### config.mk
export PLATFORM = sky130hd
export DESIGN_NAME = stopwatch_lap_core
export DESIGN_NICKNAME = d
export VERILOG_FILES = /design/src/rtl/stopwatch_pkg.sv /design/src/rtl/bcd_digit_cnt.sv /design/src/rtl/stopwatch_lap_core.sv
export SDC_FILE = /design/constraint.sdc
export NUM_CORES = 1
export LEC_CHECK = 0
export ABC_AREA = 1
export BUFFER_PORTS_ARGS = -buffer_cell sky130_fd_sc_hd__buf_2
export CAP_MARGIN = 10
export CORE_MARGIN = 5
export CORE_UTILIZATION = 63
export DETAILED_ROUTE_END_ITERATION = 8
export GPL_TIMING_DRIVEN = 0
export PLACE_DENSITY = 0.85
export SLEW_MARGIN = 40
export SYNTH_ARGS = -nofsm -noshare
export SYNTH_HDL_FRONTEND = slang
export SYNTH_SLANG_ARGS = --single-unit
### constraint.sdc
create_clock -name clk -period 5.95 [get_ports clk]
set_input_delay 0.8925 -clock clk [delete_from_list [all_inputs] [get_ports clk]]
set_output_delay 0.8925 -clock clk [all_outputs]
set_load 0.1 [all_outputs]
### src/rtl/stopwatch_pkg.sv
// Shared types for the stopwatch core: FSM states, BCD time record,
// button event priority and the 7-segment digit table.
package stopwatch_pkg;

  typedef enum logic [1:0] {S_IDLE, S_RUN, S_STOP, S_VIEW} sw_state_e;

  typedef struct packed {
    logic [3:0] m10, m1, s10, s1, c10, c1;
  } bcd_time_t;

  // Highest priority first: clear, start_stop, lap
  typedef enum logic [1:0] {EV_NONE, EV_CLEAR, EV_START, EV_LAP} btn_evt_e;

  localparam logic [6:0] SEG_BLANK = 7'h00;
  // gfedcba, index 0 in the low slot
  localparam logic [9:0][6:0] SEG_TBL = {7'h6F, 7'h7F, 7'h07, 7'h7D, 7'h6D,
                                         7'h66, 7'h4F, 7'h5B, 7'h06, 7'h3F};

  function automatic btn_evt_e pick_event(input logic c, input logic s, input logic l);
    if (c) return EV_CLEAR;
    if (s) return EV_START;
    if (l) return EV_LAP;
    return EV_NONE;
  endfunction

  function automatic logic [6:0] seg7(input logic [3:0] d);
    if (d > 4'd9) return SEG_BLANK;
    return SEG_TBL[d];
  endfunction

endpackage

### src/rtl/bcd_digit_cnt.sv
// One BCD digit 0..MAX_DIGIT; carry is combinational so ripples on the same edge.
module bcd_digit_cnt #(
  parameter int MAX_DIGIT = 9
) (
  input  logic       clk,
  input  logic       rst,
  input  logic       inc,
  input  logic       clr,
  output logic [3:0] digit,
  output logic       carry
);
  assign carry = inc && (digit == 4'(MAX_DIGIT));

  always_ff @(posedge clk or posedge rst) begin
    if (rst)             digit <= '0;
    else if (clr)        digit <= '0;
    else if (carry)      digit <= '0;
    else if (inc)        digit <= digit + 4'd1;
  end
endmodule

### src/rtl/stopwatch_lap_core.sv
// MM:SS.cc stopwatch with run/stop/clear FSM, circular lap buffer with
// recall, and combinational per-digit 7-segment outputs.
module stopwatch_lap_core
  import stopwatch_pkg::*;
#(
  parameter int TICK_DIV       = 500000,
  parameter int MIN_MAX        = 99,
  parameter int LAP_DEPTH      = 4,
  parameter int SEG_ACTIVE_LOW = 0
) (
  input  logic                           clk,
  input  logic                           rst,
  input  logic                           start_stop,
  input  logic                           lap,
  input  logic                           clear,
  output logic                           running,
  output logic                           view_mode,
  output logic [$clog2(LAP_DEPTH)-1:0]   lap_idx,
  output logic [$clog2(LAP_DEPTH+1)-1:0] lap_count,
  output logic                           ovf,
  output logic                           lap_ovf,
  output logic [23:0]                    disp_bcd,
  output logic [6:0]                     seg5,
  output logic [6:0]                     seg4,
  output logic [6:0]                     seg3,
  output logic [6:0]                     seg2,
  output logic [6:0]                     seg1,
  output logic [6:0]                     seg0
);
  localparam int AW = $clog2(LAP_DEPTH);
  localparam int CW = $clog2(LAP_DEPTH+1);
  localparam int DW = $clog2(TICK_DIV);
  localparam logic [6:0] POL = (SEG_ACTIVE_LOW != 0) ? 7'h7F : 7'h00;

  sw_state_e state_q, state_d;
  logic [2:0] btn, btn_prev, rise;
  btn_evt_e   evt;
  logic       lap_wr, clr_all, view_enter, idx_step, tick, wrap;
  logic [DW-1:0] div_q;
  logic [5:0][3:0] dig;
  bcd_time_t  tm;
  bcd_time_t  lap_buf [LAP_DEPTH];
  logic [AW-1:0] wr_ptr, rd_addr;
  logic [5:0][6:0] segs;

  // Prev resets high so a button held through reset needs a release first
  assign btn  = {clear, start_stop, lap};
  assign rise = btn & ~btn_prev;
  assign evt  = pick_event(rise[2], rise[1], rise[0]);

  always_ff @(posedge clk or posedge rst) begin
    if (rst) begin
      btn_prev <= '1;
      state_q  <= S_IDLE;
    end else begin
      btn_prev <= btn;
      state_q  <= state_d;
    end
  end

  always_comb begin
    state_d    = state_q;
    lap_wr     = 1'b0;
    clr_all    = 1'b0;
    view_enter = 1'b0;
    idx_step   = 1'b0;
    case (state_q)
      S_IDLE: if (evt == EV_START) state_d = S_RUN;
      S_RUN: begin
        if (evt == EV_START)    state_d = S_STOP;
        else if (evt == EV_LAP) lap_wr = 1'b1;
      end
      S_STOP: begin
        if (evt == EV_CLEAR) begin
          state_d = S_IDLE;
          clr_all = 1'b1;
        end else if (evt == EV_START) begin
          state_d = S_RUN;
        end else if (evt == EV_LAP && lap_count != '0) begin
          state_d    = S_VIEW;
          view_enter = 1'b1;
        end
      end
      S_VIEW: begin
        if (evt == EV_CLEAR || evt == EV_START) state_d = S_STOP;
        else if (evt == EV_LAP)                 idx_step = 1'b1;
      end
      default: state_d = S_IDLE;
    endcase
  end

  // Divider holds outside RUN so resume keeps phase
  assign tick = (state_q == S_RUN) && (div_q == DW'(TICK_DIV-1));

  always_ff @(posedge clk or posedge rst) begin
    if (rst)                                 div_q <= '0;
    else if (state_q == S_IDLE || clr_all)   div_q <= '0;
    else if (state_q == S_RUN)               div_q <= tick ? '0 : div_q + DW'(1);
  end

  for (genvar i = 0; i < 6; i++) begin : g_dig
    localparam int MX = (i == 5) ? MIN_MAX/10 : (i == 3) ? 5 : 9;
    logic inc_i, cy_i;
    if (i == 0) begin : g_lsb
      assign inc_i = tick;
    end else begin : g_up
      assign inc_i = g_dig[i-1].cy_i;
    end
    bcd_digit_cnt #(.MAX_DIGIT(MX)) u_cnt (
      .clk   (clk),
      .rst   (rst),
      .inc   (inc_i),
      .clr   ((i >= 4) ? (clr_all || wrap) : clr_all),
      .digit (dig[i]),
      .carry (cy_i)
    );
  end

  assign tm = bcd_time_t'(dig);
  // Minute field wraps at MIN_MAX, not at its natural BCD limit; m10 carry is a subset
  assign wrap = (g_dig[3].cy_i && tm.m10 == 4'(MIN_MAX/10) && tm.m1 == 4'(MIN_MAX%10))
              || g_dig[5].cy_i;

  always_ff @(posedge clk) begin
    if (lap_wr) lap_buf[wr_ptr] <= tm;
  end

  always_ff @(posedge clk or posedge rst) begin
    if (rst) begin
      wr_ptr    <= '0;
      lap_count <= '0;
      lap_idx   <= '0;
      ovf       <= 1'b0;
      lap_ovf   <= 1'b0;
    end else begin
      if (clr_all) begin
        wr_ptr    <= '0;
        lap_count <= '0;
        ovf       <= 1'b0;
        lap_ovf   <= 1'b0;
      end else begin
        if (wrap) ovf <= 1'b1;
        if (lap_wr) begin
          wr_ptr <= wr_ptr + AW'(1);
          if (lap_count == CW'(LAP_DEPTH)) lap_ovf   <= 1'b1;
          else                             lap_count <= lap_count + CW'(1);
        end
      end
      if (view_enter)
        lap_idx <= '0;
      else if (idx_step)
        lap_idx <= (CW'(lap_idx) == lap_count - CW'(1)) ? '0 : lap_idx + AW'(1);
    end
  end

  // Oldest entry sits lap_count slots behind the write pointer
  assign rd_addr   = wr_ptr - lap_count[AW-1:0] + lap_idx;
  assign disp_bcd  = (state_q == S_VIEW) ? lap_buf[rd_addr] : tm;
  assign running   = (state_q == S_RUN);
  assign view_mode = (state_q == S_VIEW);

  for (genvar i = 0; i < 6; i++) begin : g_seg
    assign segs[i] = seg7(disp_bcd[4*i +: 4]) ^ POL;
  end

  assign seg0 = segs[0];
  assign seg1 = segs[1];
  assign seg2 = segs[2];
  assign seg3 = segs[3];
  assign seg4 = segs[4];
  assign seg5 = segs[5];
endmodule

; ---- Yosys cells after proc, flatten, opt, wreduce, memory -nomap -nowiden
; Memory sizes are Yosys's and may differ from the RTL's.
; Index checks and enable logic that the tools add are counted.
[totals]
register_bits = 57
ram_bits = 96
rom_bits = 672
output_inout_bits = 75
wordCells = 189
memories = 7
[op_classes]
add_sub_neg = 13
n_lt_le_gt_ge = 12
n_eq_ne = 20
mux = 91
bitwise = 2
n_reduce_logical = 30
[mem_list]
columns = name, depth, width, rd, rd_clocked_by_memory_dff, wr, line_no
row1 = (name not given), 16, 7, 1, 0, 0, stopwatch_pkg.sv:28  ; return SEG_TBL[d];
row2 = (name not given), 16, 7, 1, 0, 0, stopwatch_pkg.sv:28
row3 = (name not given), 16, 7, 1, 0, 0, stopwatch_pkg.sv:28
row4 = (name not given), 16, 7, 1, 0, 0, stopwatch_pkg.sv:28
row5 = (name not given), 16, 7, 1, 0, 0, stopwatch_pkg.sv:28
row6 = (name not given), 16, 7, 1, 0, 0, stopwatch_pkg.sv:28
row7 = +1 memories, n/a, n/a, n/a, n/a, n/a, n/a
[ops]
columns = cell, count
row1 = $mux 7, 18
row2 = $mux 4, 18
row3 = $mux 19, 3
row4 = $mux 2, 17
row5 = $lt 4x5->1 const B, 6
row6 = $mux 1, 30
row7 = $add 4x1->4 const B, 6
row8 = $gt 4x4->1 const B, 6
row9 = $mux 24, 1
row10 = $reduce_bool 3->1, 7
row11 = $eq 4x4->1 const B, 5
row12 = $add 19x1->19 const B, 1
row13 = $eq 19x19->1 const B, 1
row14 = $logic_and 1x1->1, 10
row15 = $reduce_bool 2->1, 5
row16 = $mux 3, 3
row17 = $eq 2x2->1 const B, 4
row18 = $pmux 2 s4, 1
row19 = $add 2x1->2 const B, 2
row20 = $eq 2x1->1 const B, 2
row21 = $eq 4x3->1 const B, 1
row22 = $logic_or 1x1->1, 4
row23 = $ne 2x1->1 const B, 2
row24 = $ne 2x2->1 const B, 2
row25 = other kinds (12), 13

; ---- Longest topological paths before layout
[depth]
depth_word = 16
depth_mapped = 20

; ---- Modules after synthesis
; A second synthesis with hierarchy kept.
[unflattened]
cells_unflattened = 1043
area_unflattened_um2 = 9152.5
[by_module_without_submodules]
columns = module, instances, cells_each, area_per_inst_um2, seq_area_each_um2
row1 = stopwatch_lap_core, 1, 803, 7485.9, 3712.3
row2 = bcd_digit_cnt at g_dig[0].u_cnt ..., 5, 40, 279.0, 100.1
row3 = bcd_digit_cnt at g_dig[3].u_cnt, 1, 40, 271.5, 100.1

; ---- Worst setup path after synthesis
; No wires, ideal clock.
[synth_timing]
path_type = flip-flop to output port
start = register lap_count[0]
end = output port seg3[4]
arrival_ps = 5321
required_time_ps = 5058
setup_slack_ps = -263
path_stages_with_launch = 16
path_buffers = 3
cell_sequence = dfrtp_1 > ha_1 > inv_1 > ha_1 > buf_2 > buf_4 > buf_2 > mux2i_1 > nand2_1 > nand3_1 > o21ai_1 > ha_1 > nor2_1 > o21ai_4 > nand2_1 > nor2_1
[synth_via]
elab_chain_len = 7
elab_cells_between_ends = 9
classes_between = 2 x add/sub / 1 x order compare / 4 x mux / 2 x memory
[synth_rtl]
columns = element, line_no
row1 = start: declaration, stopwatch_lap_core.sv:19  ; output logic [$clog2(LAP_DEPTH+1)-1:0] lap_count,
row2 = start signal: assignment, stopwatch_lap_core.sv:146  ; else lap_count <= lap_count + CW'(1);
row3 = $sub 2x2->2 *, stopwatch_lap_core.sv:157  ; assign rd_addr = wr_ptr - lap_count[AW-1:0] + lap_idx;
row4 = $add 2x2->2 *, stopwatch_lap_core.sv:157
row5 = $mem_v2 4x24 *, n/a
row6 = $mux 24 *, stopwatch_lap_core.sv:158  ; assign disp_bcd = (state_q == S_VIEW) ? lap_buf[rd_addr] : tm;
row7 = via disp_bcd[12], stopwatch_lap_core.sv:22  ; output logic [23:0] disp_bcd,
row8 = $mem_v2 16x7 / $gt 4x4->1 (equally long branches), n/a
row9 = $mux 7 (not written as such) / $mux 1 (equally long branches), "stopwatch_pkg.sv:28, stopwatch_pkg.sv:27"
row10 = $mux 7 *, stopwatch_pkg.sv:28
row11 = end: declaration, stopwatch_lap_core.sv:25  ; output logic [6:0] seg3,
; The timed path passes the listed nets; every way through them passes the cells marked *. The select of a mux whose other input is x is not followed.

; ---- Worst setup path in the final report
[layout_timing]
start = register wr_ptr[0]
end = output port seg1[4]
[layout_via]
elab_chain_len = 7
elab_cells_between_ends = 9
classes_between = 2 x add/sub / 1 x order compare / 4 x mux / 2 x memory
[layout_rtl]
columns = element, line_no
row1 = start: declaration, stopwatch_lap_core.sv:43  ; logic [AW-1:0] wr_ptr, rd_addr;
row2 = start signal: assignment, stopwatch_lap_core.sv:144  ; wr_ptr <= wr_ptr + AW'(1);
row3 = $sub 2x2->2 *, stopwatch_lap_core.sv:157
row4 = $add 2x2->2 *, stopwatch_lap_core.sv:157
row5 = $mem_v2 4x24 *, n/a
row6 = $mux 24 *, stopwatch_lap_core.sv:158
row7 = $mem_v2 16x7 / $gt 4x4->1 (equally long branches), n/a
row8 = $mux 7 (not written as such) / $mux 1 (equally long branches), "stopwatch_pkg.sv:28, stopwatch_pkg.sv:27"
row9 = $mux 7 *, stopwatch_pkg.sv:28
row10 = end: declaration, stopwatch_lap_core.sv:27  ; output logic [6:0] seg1,
; Every way passes the cells marked *; elsewhere a longest branch is shown, timed or not. The select of a mux whose other input is x is not followed.

==> qor.csv <==
metric;value;unit
max cap viols;0;
WS Path Type;flip-flop to output pin;
Sink Count;153;
later-pin clock latency in the skew report;0.42;ns
drt first pass iters;5;
Routed met2 length;10500;um
post-DP HPWL;14100;um
Final Max Slew Viols;0;
Distinct cells, synth;44;
net count after synthesis;1012;
clk buf depth;2;
cell taking the most area after synthesis;edfxtp_1;
Area growth syn-to-layout;15.0;%
Crit Path Max Fanout;10;
Cell Area, Synth;8880;um2
CTS resizes;0;
Final Setup Violations;0;
Tot GR Track Use;25.7;%
top cells by area, synth;edfxtp_1 32%, dfrtp_1 15%, nand2_1 9.6%, ha_1 6.5%, inv_1 5.2%;
Std-Cell Rows;43;
final hold viol count;0;
multi-input logic area;3930;um2
Worst-Margin Slew;0.531;ns
CTS Root Cell;clkbuf_16;
core occupancy in the finished layout;73.6;%
first-pass GRT wire length;33500;um
Max Used Layer;met4;
WL/cell;16.1;um
Total Wirelength;20200;um
PortBufs;79;
non-filler cells, final;1257;
CP Launch Type;flip-flop;
via/cell ratio;5.53;
Hold Crit Class;input port to async pin;
Ys Warns;0;
clock transition at the registers of the reported paths;0.06;ns
post-route ant nets;0;
min Tclk post-route;4.99;ns
vias;6947;
clk_skew;0.00630;ns
total gr overflow;0;
most common cell after layout, fill and taps aside;nand2_1;
vias in the first global route;6824;
flops & latches, synth;153;
flop2flop setup slack;3.60;ns
Max-slew headroom;64.4;%
core area;13900;um2
sequential area share after synthesis;48.5;%
FMAX;0.201;GHz
syn avg cell area;9.25;um2
share of cells above drive strength 1;20.4;%
H-tree depth;4;
Ant. Diodes;0;
async set-or-reset flop fraction in the synthesized netlist;37.3;%
DRT met1 WL;8200;um
Post-DP Area;9650;um2
final worst-path cycle share;83.8;%
Syn Inst Count;961;
Hold WS;0.495;ns
GPL Wtd Cong;0.866;
# fillers;942;
Die H;129;um
nets@finish;1115;
Reg area;4310;um2
status;finished clean;
Synth Flop Type;edfxtp_1;
CP Data Arrival Time;4.09;ns
DIE AREA;16600;um2
Inserted Clock Buffers;17;
CP Data Required Time;5.06;ns
Post-CTS Hold Fix Bufs;0;
Yosys top cell area share;32.4;%
Initial Utilization;64.0;%
DRC viols;0;
initial DRC count;596;
Cells after DPL;1225;
largest net degree at the start of global routing;36;
Design Area, Final;10200;um2
I/O pin cnt;80;
initial antenna violation count;0;
Post-synth EDFFs;96;
Setup Buffers After CTS;0;
most frequent cells in the layout;228 x nand2_1, 121 x inv_1, 96 x edfxtp_1;
unrepaired setup endpoints after global routing;no;
CTS tree;yes;
critical path endpoint category;output pin;
die width;129;um
met3 routed WL;1160;um
[cell families after synthesis]
family	after synthesis	share of synthesized area [%]
buffers and inverters	160	7.72
AOI/OAI and AO/OA	81	5.99
and+or+nand+nor	461	24.8
xor gates and xnor gates	20	1.97
adders and majority gates	46	6.48
muxes	40	4.51
DFF	153	48.5
[cell usage after synthesis (all sizes together), types with 7 or more instances]
master / instances
xor2: 17
buf: 18
dfrtp: 54
o21ai: 39
nand2: 250
a21oi: 18
nand3: 95
nor3: 7
o22ai: 7
ha: 46
edfxtp: 96
nor2: 95
inv: 141
mux2i: 40
nand4: 7
[flip-flops by register name, summed over array words and instances, names as in the netlist]
register,count
lap_buf,96
g_dig.u_cnt.digit,24
div_q,19
btn_prev,3
lap_count,3
lap_idx,2
state_q,2
wr_ptr,2
lap_ovf,1
ovf,1
[stage by stage]
stage                     setup slack [ns]  TNS (ns)
after floorplan                     -0.255     -2.51
after global placement                1.52         0
after detailed placement              1.44         0
after CTS                            0.934         0
after global routing                 0.669         0
final                                0.964         0
[critical path: stages (launching register included)]
cell	delay [ns]
dfrtp_1	0.42
inv_1	0.11
ha_1	0.28
inv_1	0.04
ha_1	0.27
buf_2	0.17
buf_4	0.23
buf_4	0.26
mux2i_1	0.22
nand2_1	0.10
nand3_1	0.09
o21ai_1	0.18
inv_1	0.14
ha_1	0.22
nor2_1	0.10
o21ai_4	0.22
nand2_1	0.09
nor2_2	0.08
buf_2	0.42
[per-layer routing]
layer  global-route usage, %  up-vias
li1                        -     3363
met5                       0        -
met1                    32.2     3313
met2                    44.8      239
met4                    9.88        0
met3                    4.32       32
[area by class of cell]
| cell class | instances | area share [%] |
|---|---|---|
| Clock inverter | 8 | 0.637 |
| Timing Repair Buffer | 84 | 4.85 |
| Inverter | 141 | 5.20 |
| Tap cell | 180 | 2.20 |
| Clock buffer | 24 | 4.93 |
| Sequential cell | 153 | 42.2 |
| Buffer | 19 | 1.53 |
| Multi-Input combinational cell | 648 | 38.4 |
[path summary, 6_finish.rpt]
kind                                  start        endpoint  cells after the start
worst max-delay path              wr_ptr[0]         seg1[4]                     18
worst min-delay path                    rst       div_q[15]                      2
worst max register to register  btn_prev[2]  lap_buf[1][23]                      7
worst min register to register      lap_ovf         lap_ovf                      2
max in group asynchronous               rst       wr_ptr[0]                      3
min in group clk                    lap_ovf         lap_ovf                      2
Power is left out: the tool's default activity adds up to more than one toggle a clock period on the data nets, which glitch-free logic cannot reach.
